$ cat src/rtl/arbitro_salida.sv
// ---------------------------------------------------------------------------
// arbitro_salida
// Read side of the routing arbiter. Drains four show-ahead class FIFOs
// round-robin, one word per cycle, into a single output FIFO, honouring the
// output FIFO's almost-full flag. Keeps a wrapping per-source word counter so
// the forwarded word counts can be compared against the write-side push
// counts.
//
// Ports
//   clk                 single clock, all state updates on posedge
//   reset_L             synchronous active-low reset
//   fifoN_data          head word of source FIFO N (valid while fifoN_empty=0)
//   fifoN_empty         empty flag of source FIFO N
//   out_almost_full     almost-full flag of the output FIFO
//   popN                combinational pop strobe to source FIFO N (one-hot or 0)
//   push_out            registered write strobe to the output FIFO
//   data_out            registered word to the output FIFO
//   contN               words forwarded from source N (wraps)
//   idle                high while the registered state is IDLE
// ---------------------------------------------------------------------------
module arbitro_salida #(
   parameter int DATA_SIZE = 12,
   parameter int CNT_SIZE  = 5
) (
   input  logic                 clk,
   input  logic                 reset_L,
   input  logic [DATA_SIZE-1:0] fifo0_data,
   input  logic [DATA_SIZE-1:0] fifo1_data,
   input  logic [DATA_SIZE-1:0] fifo2_data,
   input  logic [DATA_SIZE-1:0] fifo3_data,
   input  logic                 fifo0_empty,
   input  logic                 fifo1_empty,
   input  logic                 fifo2_empty,
   input  logic                 fifo3_empty,
   input  logic                 out_almost_full,
   output logic                 pop0,
   output logic                 pop1,
   output logic                 pop2,
   output logic                 pop3,
   output logic                 push_out,
   output logic [DATA_SIZE-1:0] data_out,
   output logic [CNT_SIZE-1:0]  cont0,
   output logic [CNT_SIZE-1:0]  cont1,
   output logic [CNT_SIZE-1:0]  cont2,
   output logic [CNT_SIZE-1:0]  cont3,
   output logic                 idle
);

   typedef enum logic [1:0] {
      ST_IDLE    = 2'd0,
      ST_ACTIVE  = 2'd1,
      ST_BLOCKED = 2'd2
   } state_t;

   state_t               r_state;
   logic [1:0]           r_rr;
   logic                 r_push;
   logic [DATA_SIZE-1:0] r_data;
   logic [CNT_SIZE-1:0]  r_cont [4];

   logic [3:0]           w_nonEmpty;
   logic [3:0]           w_eligible;
   logic [3:0]           w_grant;
   logic [1:0]           w_grantIdx;
   logic [1:0]           w_probe;
   logic                 w_found;
   logic [DATA_SIZE-1:0] w_grantData;

   assign w_nonEmpty = ~{fifo3_empty, fifo2_empty, fifo1_empty, fifo0_empty};

   // Gating eligibility with reset_L kills any pop during a reset cycle, even
   // mid-stream, so source FIFOs keep their contents across a reset.
   assign w_eligible = (reset_L && !out_almost_full) ? w_nonEmpty : 4'b0000;

   // Round-robin search starting at the pointer; the 2-bit add wraps mod 4.
   always_comb begin
      w_found    = 1'b0;
      w_grantIdx = r_rr;
      w_probe    = r_rr;
      w_grant    = 4'b0000;
      for (int k = 0; k < 4; k++) begin
         w_probe = r_rr + 2'(k);
         if (!w_found && w_eligible[w_probe]) begin
            w_found    = 1'b1;
            w_grantIdx = w_probe;
         end
      end
      if (w_found) begin
         w_grant[w_grantIdx] = 1'b1;
      end
   end

   always_comb begin
      case (w_grantIdx)
         2'd0:    w_grantData = fifo0_data;
         2'd1:    w_grantData = fifo1_data;
         2'd2:    w_grantData = fifo2_data;
         default: w_grantData = fifo3_data;
      endcase
   end

   assign pop0 = w_grant[0];
   assign pop1 = w_grant[1];
   assign pop2 = w_grant[2];
   assign pop3 = w_grant[3];

   // Single state/datapath register block. A grant moves the head word into
   // the output register, bumps that source's counter and points the
   // round-robin just past the winner. Without a grant data_out holds.
   always_ff @(posedge clk) begin
      if (!reset_L) begin
         r_state <= ST_IDLE;
         r_rr    <= 2'd0;
         r_push  <= 1'b0;
         r_data  <= '0;
         for (int i = 0; i < 4; i++) begin
            r_cont[i] <= '0;
         end
      end else if (w_found) begin
         r_data               <= w_grantData;
         r_push               <= 1'b1;
         r_cont[w_grantIdx]   <= r_cont[w_grantIdx] + CNT_SIZE'(1);
         r_rr                 <= w_grantIdx + 2'd1;
         r_state              <= ST_ACTIVE;
      end else begin
         r_push <= 1'b0;
         if ((|w_nonEmpty) && out_almost_full) begin
            r_state <= ST_BLOCKED;
         end else begin
            r_state <= ST_IDLE;
         end
      end
   end

   assign push_out = r_push;
   assign data_out = r_data;
   assign cont0    = r_cont[0];
   assign cont1    = r_cont[1];
   assign cont2    = r_cont[2];
   assign cont3    = r_cont[3];
   assign idle     = (r_state == ST_IDLE);

endmodule

$ cat config.mk
export PLATFORM = sky130hd
export DESIGN_NAME = arbitro_salida
export DESIGN_NICKNAME = d
export VERILOG_FILES = /design/src/rtl/arbitro_salida.sv
export SDC_FILE = /design/constraint.sdc
export NUM_CORES = 1
export LEC_CHECK = 0
export BUFFER_PORTS_ARGS = -buffer_cell sky130_fd_sc_hd__buf_2
export CORE_UTILIZATION = 44
export DETAILED_ROUTE_END_ITERATION = 6
export PLACE_DENSITY = 0.76
export SLEW_MARGIN = 20
export SYNTH_ARGS = -nofsm -noshare
export SYNTH_HDL_FRONTEND = slang
export SYNTH_SLANG_ARGS = --single-unit
$ cat constraint.sdc
create_clock -name clk -period 2.83 [get_ports clk]
set_input_delay 0.566 -clock clk [delete_from_list [all_inputs] [get_ports clk]]
set_output_delay 0.566 -clock clk [all_outputs]
set_load 0.03 [all_outputs]
==> results of run 1 <==
[registers in the layout, summed over array words and instances (netlist names)]
register	flops
r_cont	20
data_out	12
r_rr	2
r_state	2
push_out	1
[metal layers]
metal	up-vias	global-route usage	routed length, um
li1	1217	-	-
met1	1211	0.3211	2831
met2	78	0.4084	3304
met3	18	0.04819	425
met4	0	0.09877	161
met5	-	0	0
[kinds of logic (layout without fill, tap and decap cells)]
group | count (synthesis) | in the layout | synth area share
buf+inv | 28 | 145 | 0.05936
mux | 5 | 5 | 0.02385
compound gates | 92 | 92 | 0.3121
fa+ha+maj | 6 | 6 | 0.03180
simple gates | 86 | 86 | 0.1744
flops | 37 | 37 | 0.3985
[cell usage after synthesis, types with 3 or more instances]
cell type  instances  share of area
nand2_1           20          0.032
a211oi_1          10          0.032
edfxtp_1          20           0.25
dfxtp_1           17           0.14
buf_6              4          0.019
inv_1             10          0.016
o21ai_0           15          0.032
a21oi_1           19          0.040
a222oi_1          12          0.051
nand3_1           20          0.042
ha_1               6          0.032
and2_1             3         0.0079
clkbuf_1           9          0.014
o211ai_1          10          0.032
mux2i_1            3          0.013
nor2_1            24          0.038
o211a_1            4          0.017
a311o_1            3          0.013
and3_1             7          0.019
[stage by stage]
| step | worst slack, ns | TNS [ns] | utilization | std cells |
|---|---|---|---|---|
| finish | 0.07249 | 0 | 0.6336 | 441 |
| global route | 0.01165 | 0 | 0.6336 | 441 |
| CTS | 0.02300 | 0 | 0.6290 | 438 |
| detailed placement | -0.02243 | -0.05558 | 0.6049 | 430 |
| global placement | 0.05239 | 0 | 0.6049 | 430 |
| floorplan | 0.01445 | 0 | - | 254 |
[power groups by stage]
stage          Sequential, mW  Combinational (mW)  Clock, mW
2_1_floorplan           0.769               0.400          0
3_3_place_gp            0.680               0.715          0
3_5_place_dp            0.681               0.728          0
4_1_cts                 0.669               0.731      0.477
5_1_grt                 0.678               0.807      0.505
6_report                0.671               0.744      0.472
[final cells by class]
| type | count | share of cell area |
|---|---|---|
| Clock inverter | 1 | 0.001537 |
| Tap cell | 70 | 0.02689 |
| Clock buffer | 7 | 0.03650 |
| Timing Repair Buffer | 126 | 0.2274 |
| Sequential cell | 37 | 0.2893 |
| Inverter | 11 | 0.01345 |
| Multi-Input combinational cell | 189 | 0.4049 |
[worst max-delay path, stage by stage]
cell and delay [ns]:
buf_2 0.14, and2b_1 0.23, buf_4 0.19, a311oi_4 0.41, buf_4 0.19, ha_1 0.12, and3_1 0.15, buf_2 0.20
[layout by cell type (no fill, tap or decap), drive strengths merged, types with 2 or more instances in the layout]
master,Yosys,routed
a222oi,12,12
nand3,21,21
and3,7,7
a31oi,2,2
a21oi,20,20
nor3,2,2
inv,11,11
edfxtp,20,20
buf,8,126
a21o,2,2
nand2,20,20
o21ai,16,16
o211a,4,4
a311oi,2,2
clkbuf,9,7
nor2,24,24
nand3b,2,2
a211oi,12,12
a2111oi,3,3
mux2i,3,3
mux2,2,2
and2,4,4
nor4,2,2
o211ai,11,11
a311o,3,3
ha,6,6
dfxtp,17,17
[how the worst max path moves through the flow]
stage	from	to	slack, ns	cells past startpoint
after global placement	fifo0_empty	r_cont[2][2]	0.05	10
final	reset_L	pop3	0.07	8
after detailed placement	fifo0_empty	r_cont[3][2]	-0.02	10
after floorplan	fifo1_empty	pop2	0.01	7
after CTS	r_rr[1]	pop0	0.02	7
after global routing	reset_L	pop2	0.01	8
[timing repair]
action / 4_1_cts / 5_1_grt
gates resized for setup: 0 / 1
setup buffers: 0 / 3
endpoints found under the setup margin: 0 / 4
endpoints found under the hold margin: 0 / 0
==> out/qor.yml, run 1 <==
layout:
  syn_to_final_growth_pct: 37.94
  nFillCells: 468
  antenna_cells: 0
  nets: 431
  finalInstanceArea_um2: 3257
  multiInputGateArea_um2: 1319
  seq_area_um2: 942.2
  drive_above_1_share: 0.4286
pwr:
  p_leak_nw: 1.493
  power_frac_comb: 0.394
  power.switching_mw: 0.6833
  p_int_mw: 1.204
  p_total_mw: 1.887
  power_density_nw_per_um2: 579.4
  clkPwrFrac: 0.250
  irDropWorstVdd_mv: 0.3788
  power_frac_seq: 0.355
  switching_share: 0.3621
floorplanning:
  num_rows: 26
  die_x_um: 75.25
  die_h_um: 75.25
  core_region_area_um2: 5140
  start_util: 0.4593
  die_area_um2: 5663
  io_pins: 93
yosys:
  netlist_area_um2: 2361
  avgSynthCellArea_um2: 9.295
  yosysSeqAreaShare: 0.3985
  synth.net_count: 315
  synth_seq_cells: 37
  synth-edff-count: 20
  synth-async-reset-ratio: 0
  yosys_warnings: 0
  synthCells: 254
  ys_types: 47
  ys.flop_type: "edfxtp_1"
place:
  port_buffers: 92
  gp_congestion: 0.9437
  post-dp-hpwl_um: 5170
  place_area_um2: 3109
clocking:
  root_buffer: "clkbuf_8"
  clk_pin_slew_ns: 0.08
  cts_buffers: 5
  clock_sinks: 37
  hold_buffers: 0
  cts_tree: "yes"
  cts_htree_levels: 2
  cts_buffer_depth: 2
  clk_latency_ns: 0.29
timing:
  clock-skew-final_ns: 0.005747
  clock.fmax_mhz: 362.6
  rsz0062_at_grt: "no"
  drv_slew: 0
  period_share: 0.9744
  fin_crit_ns: 2.758
  setup_violations: 0
  finalHoldViolCount: 0
  worst_slew_pin_slew_ns: 0.5170
  holdWs_ns: 0.4671
  slew-limit-headroom: 0.6517
grt:
  grt_pass1_vias: 2304
  grt_overflow_total: 0
  antenna_found_initial: 0
  grt_first_pass_wirelength_um: 10530
  grt_usage: 0.2478
  grt_max_degree: 29
setup_path:
  cp.required_ns: 2.26
  crit_fanout: 8
  regToRegStartpoint: "r_rr[0]"
  worstSetupStartpointType: "input port"
  arrival_ns: 2.19
  r2r_setup_slack_ns: 0.22
  critical_path_class: "input port to output port"
  timing.rr.end: "r_cont[3][2]"
  r2r_cells: 11
  crit_path_end_kind: "output port"
detailed_routing:
  drt-initial-drc-count: 233
  wl_per_cell_um: 15.25
  dr.pass1.iters: 5
  ant_nets: 0
  wl_um: 6724
  route.detailed.drc: 0
  drt-vias-per-instance: 5.723
  vias: 2524
worst_hold_path:
  hold-path-endpoint: "data_out[9]"
  hold-path-cell-count: 2
  worstHoldStart: "data_out[9]"
  min_path_type: "register to register"
run:
  maxCapViolCount: 0
outcome:
  outcome: "finished, final reports clean"
Power figures use the tool's default switching activity.
==> run 2, diff against run 1 <==
--- a/config.mk
+++ b/config.mk
@@ -5,10 +5,12 @@
 export SDC_FILE = /design/constraint.sdc
 export NUM_CORES = 1
 export LEC_CHECK = 0
-export BUFFER_PORTS_ARGS = -buffer_cell sky130_fd_sc_hd__buf_2
-export CORE_UTILIZATION = 44
+export ABC_AREA = 1
+export CORE_UTILIZATION = 57
 export DETAILED_ROUTE_END_ITERATION = 6
-export PLACE_DENSITY = 0.76
+export DONT_BUFFER_PORTS = 1
+export HOLD_SLACK_MARGIN = 0.05
+export PLACE_DENSITY = 0.75
 export SLEW_MARGIN = 20
 export SYNTH_ARGS = -nofsm -noshare
 export SYNTH_HDL_FRONTEND = slang
==> run 2 against run 1 <==
Net effect: synthesized cell count rose by 26%; clock skew rose by 0.0048 ns; fmax fell by 0.35%; worst setup slack got worse by 0.0097 ns; largest cell class unchanged; first-iteration DRC count rose by 30%; critical endpoint unchanged; register-to-register slack got worse by 0.14 ns; core utilization rose by 16 points; worst hold slack got worse by 0.0054 ns; sequential share of layout area rose by 2.4 points.
==> out/qor.yml, run 2 <==
setup_path:
  crit_fanout: 7  # -1
  path_depth: 13  # +5
  worst-path-buf-inv: 4  # unchanged
  cpMostUsedCell: "nand2_2"
  arrival_ns: 2.20  # about the same
  worst_path_max_delay_cell: "dfxtp_4"
  r2r_cells: 20  # +9
  crit_family: "simple AND/OR/NAND/NOR gates"
  critical_path_class: "register to output port"
  critPathMaxStageDelay_ns: 0.37  # -0.04 ns
  crit_path_end_kind: "output port"
  crit_chain: "buf_12 -> xnor2_4 -> buf_6 -> nand2_2 -> nand2_2 -> nand3_2 -> nand3_2 -> nand2_2 -> a21oi_4 -> ha_2 -> inv_2 -> nor2_2 -> buf_6"
  worstSetupStartpointType: "register"
  cp.required_ns: 2.26  # about the same
grt:
  grt_pass1_vias: 1972  # -14%
  antenna_found_initial: 0  # unchanged
  grt_overflow_total: 0  # unchanged
  grt_first_pass_wirelength_um: 9032  # -14%
  grt_usage: 0.2755  # +0.02765
  grt_max_degree: 25  # -14%
timing:
  clock.fmax_mhz: 361.4  # -0.35%
  finalHoldViolCount: 0  # unchanged
  slew-limit-headroom: 0.6196  # -0.03213
  setup_ws_ns: 0.06284  # -0.009652 ns
  setup_violations: 0  # unchanged
  period_share: 0.9778  # +0.003411
  clock-skew-final_ns: 0.01056  # +0.004813 ns
  drv_slew: 0  # unchanged
  worst_slew_pin_slew_ns: 0.5685  # +0.05156 ns
  tns_ns: 0  # unchanged
  fin_crit_ns: 2.767  # +0.009652 ns
  rsz0062_at_grt: "yes"
worst_hold_path:
  hold-path-cell-count: 2  # unchanged
  min_path_type: "input port to register"
place:
  place_area_um2: 2644  # -15%
  port_buffers: 0  # -100%
  gp_congestion: 0.8712  # -7.7%
  post-dp-hpwl_um: 4521  # -13%
  dpl_worst_slack_ns: -0.1079  # -0.08544 ns
layout:
  largest_reg_flops: 20  # unchanged
  drive_above_1_share: 0.3034  # -0.1252
  finalInstanceArea_um2: 3023  # -7.2%
  layout_common_cells: "95 x nand2_1, 37 x nor2_1, 34 x buf_4"
  antenna_cells: 0  # unchanged
  largest_register: "r_cont"
  utilization: 0.7958  # +0.1621
  syn_to_final_growth_pct: 29.20
  nets: 416  # -3.5%
  multiInputGateArea_um2: 1441  # +9.3%
  nFillCells: 273  # -42%
  final_common_cell: "nand2_1"
  seq_area_um2: 948.4  # +0.66%
floorplanning:
  start_util: 0.6159  # +0.1566
  die_x_um: 66.07  # -12%
  die_h_um: 66.07  # -12%
  io_pins: 93  # unchanged
  num_rows: 22  # -15%
  die_area_um2: 4365  # -23%
  core_region_area_um2: 3799  # -26%
detailed_routing:
  route.detailed.drc: 0  # unchanged
  vias: 2347  # -7.0%
  wl_um: 6616  # -1.6%
  drt-initial-drc-count: 302  # +30%
  drt-vias-per-instance: 5.809  # +1.5%
  ant_nets: 0  # unchanged
  dr.pass1.iters: 5  # unchanged
  wl_per_cell_um: 16.38  # +7.4%
clocking:
  clock_sinks: 37  # unchanged
  clk_pin_slew_ns: 0.09  # about the same
  cts_tree: "yes"
  cts_buffers: 5  # unchanged
  clk_latency_ns: 0.30  # about the same
  cts_buffer_depth: 2  # unchanged
  hold_buffers: 0  # unchanged
  root_buffer: "clkbuf_8"
  cts_htree_levels: 2  # unchanged
yosys:
  ys_types: 31  # -34%
  synth_seq_cells: 37  # unchanged
  netlist_area_um2: 2340  # -0.90%
  yosysSeqAreaShare: 0.4021  # +0.003623
  synth-edff-count: 20  # unchanged
  yosys.area.top_type: "edfxtp_1"
  synthTopCellsByArea: "edfxtp_1 26%, nand2_1 17%, dfxtp_1 15%"
  ys.flop_type: "edfxtp_1"
  synth_common_cells: "105 x nand2_1, 42 x nor2_1, 34 x inv_1, 27 x nand3_1, 20 x edfxtp_1"
  synthCells: 320  # +26%
  yosys_warnings: 0  # unchanged
  yosysTopAreaCellShare: 0.2567  # +0.002312
  yosysMostFrequentCell: "nand2_1"
  synth-async-reset-ratio: 0  # unchanged
  synth.net_count: 381  # +21%
  avgSynthCellArea_um2: 7.312  # -21%
outcome:
  outcome: "finished, final reports clean"
run:
  maxCapViolCount: 0  # unchanged
## run 2: cell types whose count changed in the layout (fill, tap and decap cells not counted), sizes merged, moves of 12 or more
cell | before | now
buf | 126 | 40
nand2 | 20 | 112
nor2 | 24 | 43
a21oi | 20 | 1
a222oi | 12 | 0
a211oi | 12 | 0
inv | 11 | 35
## run 2: cell families (layout without fill, tap and decap cells)
| kind of cell | after synthesis | count (layout) | share of synthesized area |
|---|---|---|---|
| buffers and inverters | 48 | 84 | 0.08983 |
| AND/OR/NAND/NOR | 196 | 196 | 0.3642 |
| AO/OA/AOI/OAI | 31 | 31 | 0.1011 |
| flip-flops | 37 | 37 | 0.4021 |
| XOR/XNOR | 2 | 2 | 0.01070 |
| adder cells (fa/ha/maj) | 6 | 6 | 0.03208 |
## run 2: final cells by class
cell class | count | share of cell area
sequential | 37 | 0.3137
timing repair buffer | 40 | 0.1126
clock buffer | 5 | 0.02276
clock inverter | 3 | 0.005795
multi-input combinational | 235 | 0.4768
tap | 48 | 0.01987
inverter | 36 | 0.04843
## run 2: what timing repair did
action	4_1_cts	5_1_grt
resized for setup	11	45
buffers inserted	4	5
endpoints found under the hold margin	0	0
pin swaps	6	27
setup endpoints to repair	4	12
## run 2: per-stage QoR
step	hold slack, ns	std cells
4_1_cts	0.4630	399
2_1_floorplan	0.5908	320
5_1_grt	0.4551	404
3_5_place_dp	0.6098	387
6_report	0.4617	404
3_3_place_gp	0.6024	387
## run 2: final timing paths
path                       from           end  slack [ns]
setup / recovery        r_rr[0]          pop3        0.06
setup reg to reg        r_rr[0]  r_cont[2][4]        0.08
hold reg to reg     data_out[6]   data_out[6]        0.61
hold / removal    fifo3_data[0]   data_out[0]        0.46
## run 2: per-layer routing
layer | share of wire | GRT usage
met4 | 0.018 | 0.09309
met5 | 0 | 0
met3 | 0.10 | 0.07759
met2 | 0.50 | 0.4362
met1 | 0.38 | 0.3595
## run 2: worst register-to-register path: cells and delay by family (launching register included)
family                     cells  cell delay (ns)
adders and majority gates      1             0.21
and+or+nand+nor               14             1.23
buffers and inverters          4             0.50
DFF                            1             0.37
xor gates and xnor gates       1             0.21
Power of run 2 is left out: the tool's default activity adds up to more than one toggle a clock period on the data nets, which glitch-free logic cannot reach.
==> run 3, diff against run 2 <==
--- a/config.mk
+++ b/config.mk
@@ -5,7 +5,6 @@
 export SDC_FILE = /design/constraint.sdc
 export NUM_CORES = 1
 export LEC_CHECK = 0
-export ABC_AREA = 1
 export CORE_UTILIZATION = 57
 export DETAILED_ROUTE_END_ITERATION = 6
 export DONT_BUFFER_PORTS = 1
==> run 3 against run 2 <==
Net effect: clock skew shrank 0.0050 ns; global-route usage grew 1.7 points; sequential cell count is the same; critical path depth shrank 7; core utilization shrank 14 points; sequential share of layout area grew 4.5 points; critical path type unchanged; via count shrank 11%; register-to-register slack gained 0.16 ns; non-clock buffer count shrank 19.
==> out/qor.yml, run 3 (synthesized netlist as in run 1, its figures left out) <==
grt:
  antenna_found_initial: 0  # unchanged
  grt_max_degree: 25  # unchanged
  grt_usage: 0.2925  # +0.01705
  grt_pass1_vias: 2111  # +7.0%
  grt_first_pass_wirelength_um: 9535  # +5.6%
  grt_overflow_total: 0  # unchanged
timing:
  drv_slew: 0  # unchanged
  clock.fmax_mhz: 369.9  # +2.4%
  slew-limit-headroom: 0.6347  # +0.01510
  rsz0062_at_grt: "no"
  period_share: 0.9553  # -0.02254
  setup_ws_ns: 0.1266  # +0.06378 ns
  tns_ns: 0  # unchanged
  finalHoldViolCount: 0  # unchanged
  holdWs_ns: 0.4252  # -0.03659 ns
  clock-skew-final_ns: 0.005595  # -0.004965 ns
  worst_slew_pin_slew_ns: 0.5460  # -0.02256 ns
  setup_violations: 0  # unchanged
  fin_crit_ns: 2.703  # -0.06378 ns
pwr:
  p_total_mw: 1.637
  irDropWorstVdd_mv: 0.3679
  power_density_nw_per_um2: 622.3
  p_leak_nw: 1.015
detailed_routing:
  wl_um: 5961  # -9.9%
  wl_per_cell_um: 18.86  # +15%
  drt-initial-drc-count: 167  # -45%
  dr.pass1.iters: 5  # unchanged
  drt-vias-per-instance: 6.642  # +14%
  vias: 2099  # -11%
  ant_nets: 0  # unchanged
  route.detailed.drc: 0  # unchanged
place:
  port_buffers: 0  # unchanged
  post-dp-hpwl_um: 4559  # +0.84%
  place_area_um2: 2536  # -4.1%
  dpl_worst_slack_ns: 0.09301  # +0.2009 ns
  gp_congestion: 0.8904  # +2.2%
  dp.cells: 308  # -20%
setup_path:
  worstSetupStartpointType: "register"
  critical_path_class: "register to output port"
  crit_path_end_kind: "output port"
  worst_path_max_delay_cell: "dfxtp_2"
  crit_fanout: 13  # +6
  cp.required_ns: 2.26  # about the same
  critPathMaxStageDelay_ns: 0.36  # about the same
  crit_chain: "a21bo_2 -> a221oi_2 -> a311oi_4 -> inv_4 -> ha_2 -> and3_4"
  arrival_ns: 2.14  # -0.06 ns
  r2r_cells: 9  # -55%
layout:
  finalInstanceArea_um2: 2631  # -13%
  antenna_cells: 0  # unchanged
  utilization: 0.6578  # -0.1380
  instances_no_fill: 316  # -22%
  drive_above_1_share: 0.2030  # -0.1004
  syn_to_final_growth_pct: 11.45
  largest_reg_flops: 20  # unchanged
  final_common_cell: "nor2_1"
  layout_common_cells: "23 x nor2_1, 20 x nand2_1, 20 x nand3_1, 20 x buf_4, 20 x edfxtp_1"
  nets: 326  # -22%
  largest_register: "r_cont"
clocking:
  cts_buffer_depth: 2  # unchanged
  clk_pin_slew_ns: 0.07  # -0.02 ns
  clk_latency_ns: 0.29  # about the same
  clock_sinks: 37  # unchanged
  cts_buffers: 5  # unchanged
  cts_htree_levels: 2  # unchanged
  root_buffer: "clkbuf_8"
  hold_buffers: 0  # unchanged
  cts_tree: "yes"
  cts_setup_buffers: 0  # -4
floorplanning:
  start_util: 0.5902  # -0.02570
  die_h_um: 66.36  # +0.44%
  die_area_um2: 4404  # +0.88%
  io_pins: 93  # unchanged
  num_rows: 23  # +4.5%
  core_region_area_um2: 4000  # +5.3%
  die_x_um: 66.36  # +0.44%
worst_hold_path:
  hold-path-cell-count: 2  # unchanged
  min_path_type: "input port to register"
run:
  maxCapViolCount: 0  # unchanged
outcome:
  outcome: "finished, final reports clean"
[run 3: cell count changes in the layout (fill, tap and decap cells not counted), sizes merged, moves of 7 or more]
cell,before,now
nand2,112,20
inv,35,11
a21oi,1,20
buf,40,21
nor2,43,24
a211oi,0,12
a222oi,0,12
a221oi,12,1
o211ai,0,11
o21ai,5,16
o31ai,12,1
nand3,30,21
and3,0,7
[run 3: final cells by class]
cell class,count,area [um^2]
Clock buffer,6,72.57
Clock inverter,2,10.01
Fill cell,330,1369
Inverter,11,43.79
Multi-Input combinational cell,189,1329
Sequential cell,37,943.4
Tap cell,50,62.56
Timing Repair Buffer,21,170.2
[run 3: path summary, 6_finish.rpt]
kind           start            to  slack [ns]
min          reset_L   data_out[9]        0.43
min reg2reg  r_rr[1]       r_rr[1]        0.54
max reg2reg  r_rr[1]  r_cont[0][4]        0.24
max          r_rr[0]          pop2        0.13
[run 3: worst max-delay path: cells and delay by family (launching register included)]
| family | cells | cell delay (ns) |
|---|---|---|
| adders and majority gates | 1 | 0.35 |
| AOI/OAI and AO/OA | 3 | 0.66 |
| buffers and inverters | 1 | 0.17 |
| and+or+nand+nor | 1 | 0.30 |
| DFF | 1 | 0.36 |
[run 3: power breakdown]
group | total, mW | switching [mW] | internal, mW
clock network | 0.347 | 0.177 | 0.170
logic | 0.506 | 0.297 | 0.209
registers | 0.784 | 0.154 | 0.630
total | 1.64 | 0.628 | 1.01
[run 3: repair_timing]
item,4_1_cts,5_1_grt
hold endpoints to repair,0,0
endpoints found under the setup margin,2,12
resized for setup,2,1
pin swaps,0,1
[run 3: metal layers]
metal / vias up / GRT usage / share of wire
met5: - / 0 / 0
met4: 0 / 0.1356 / 0.025
met3: 16 / 0.08621 / 0.076
met2: 103 / 0.4643 / 0.47
met1: 975 / 0.3629 / 0.43
li1: 1005 / - / -
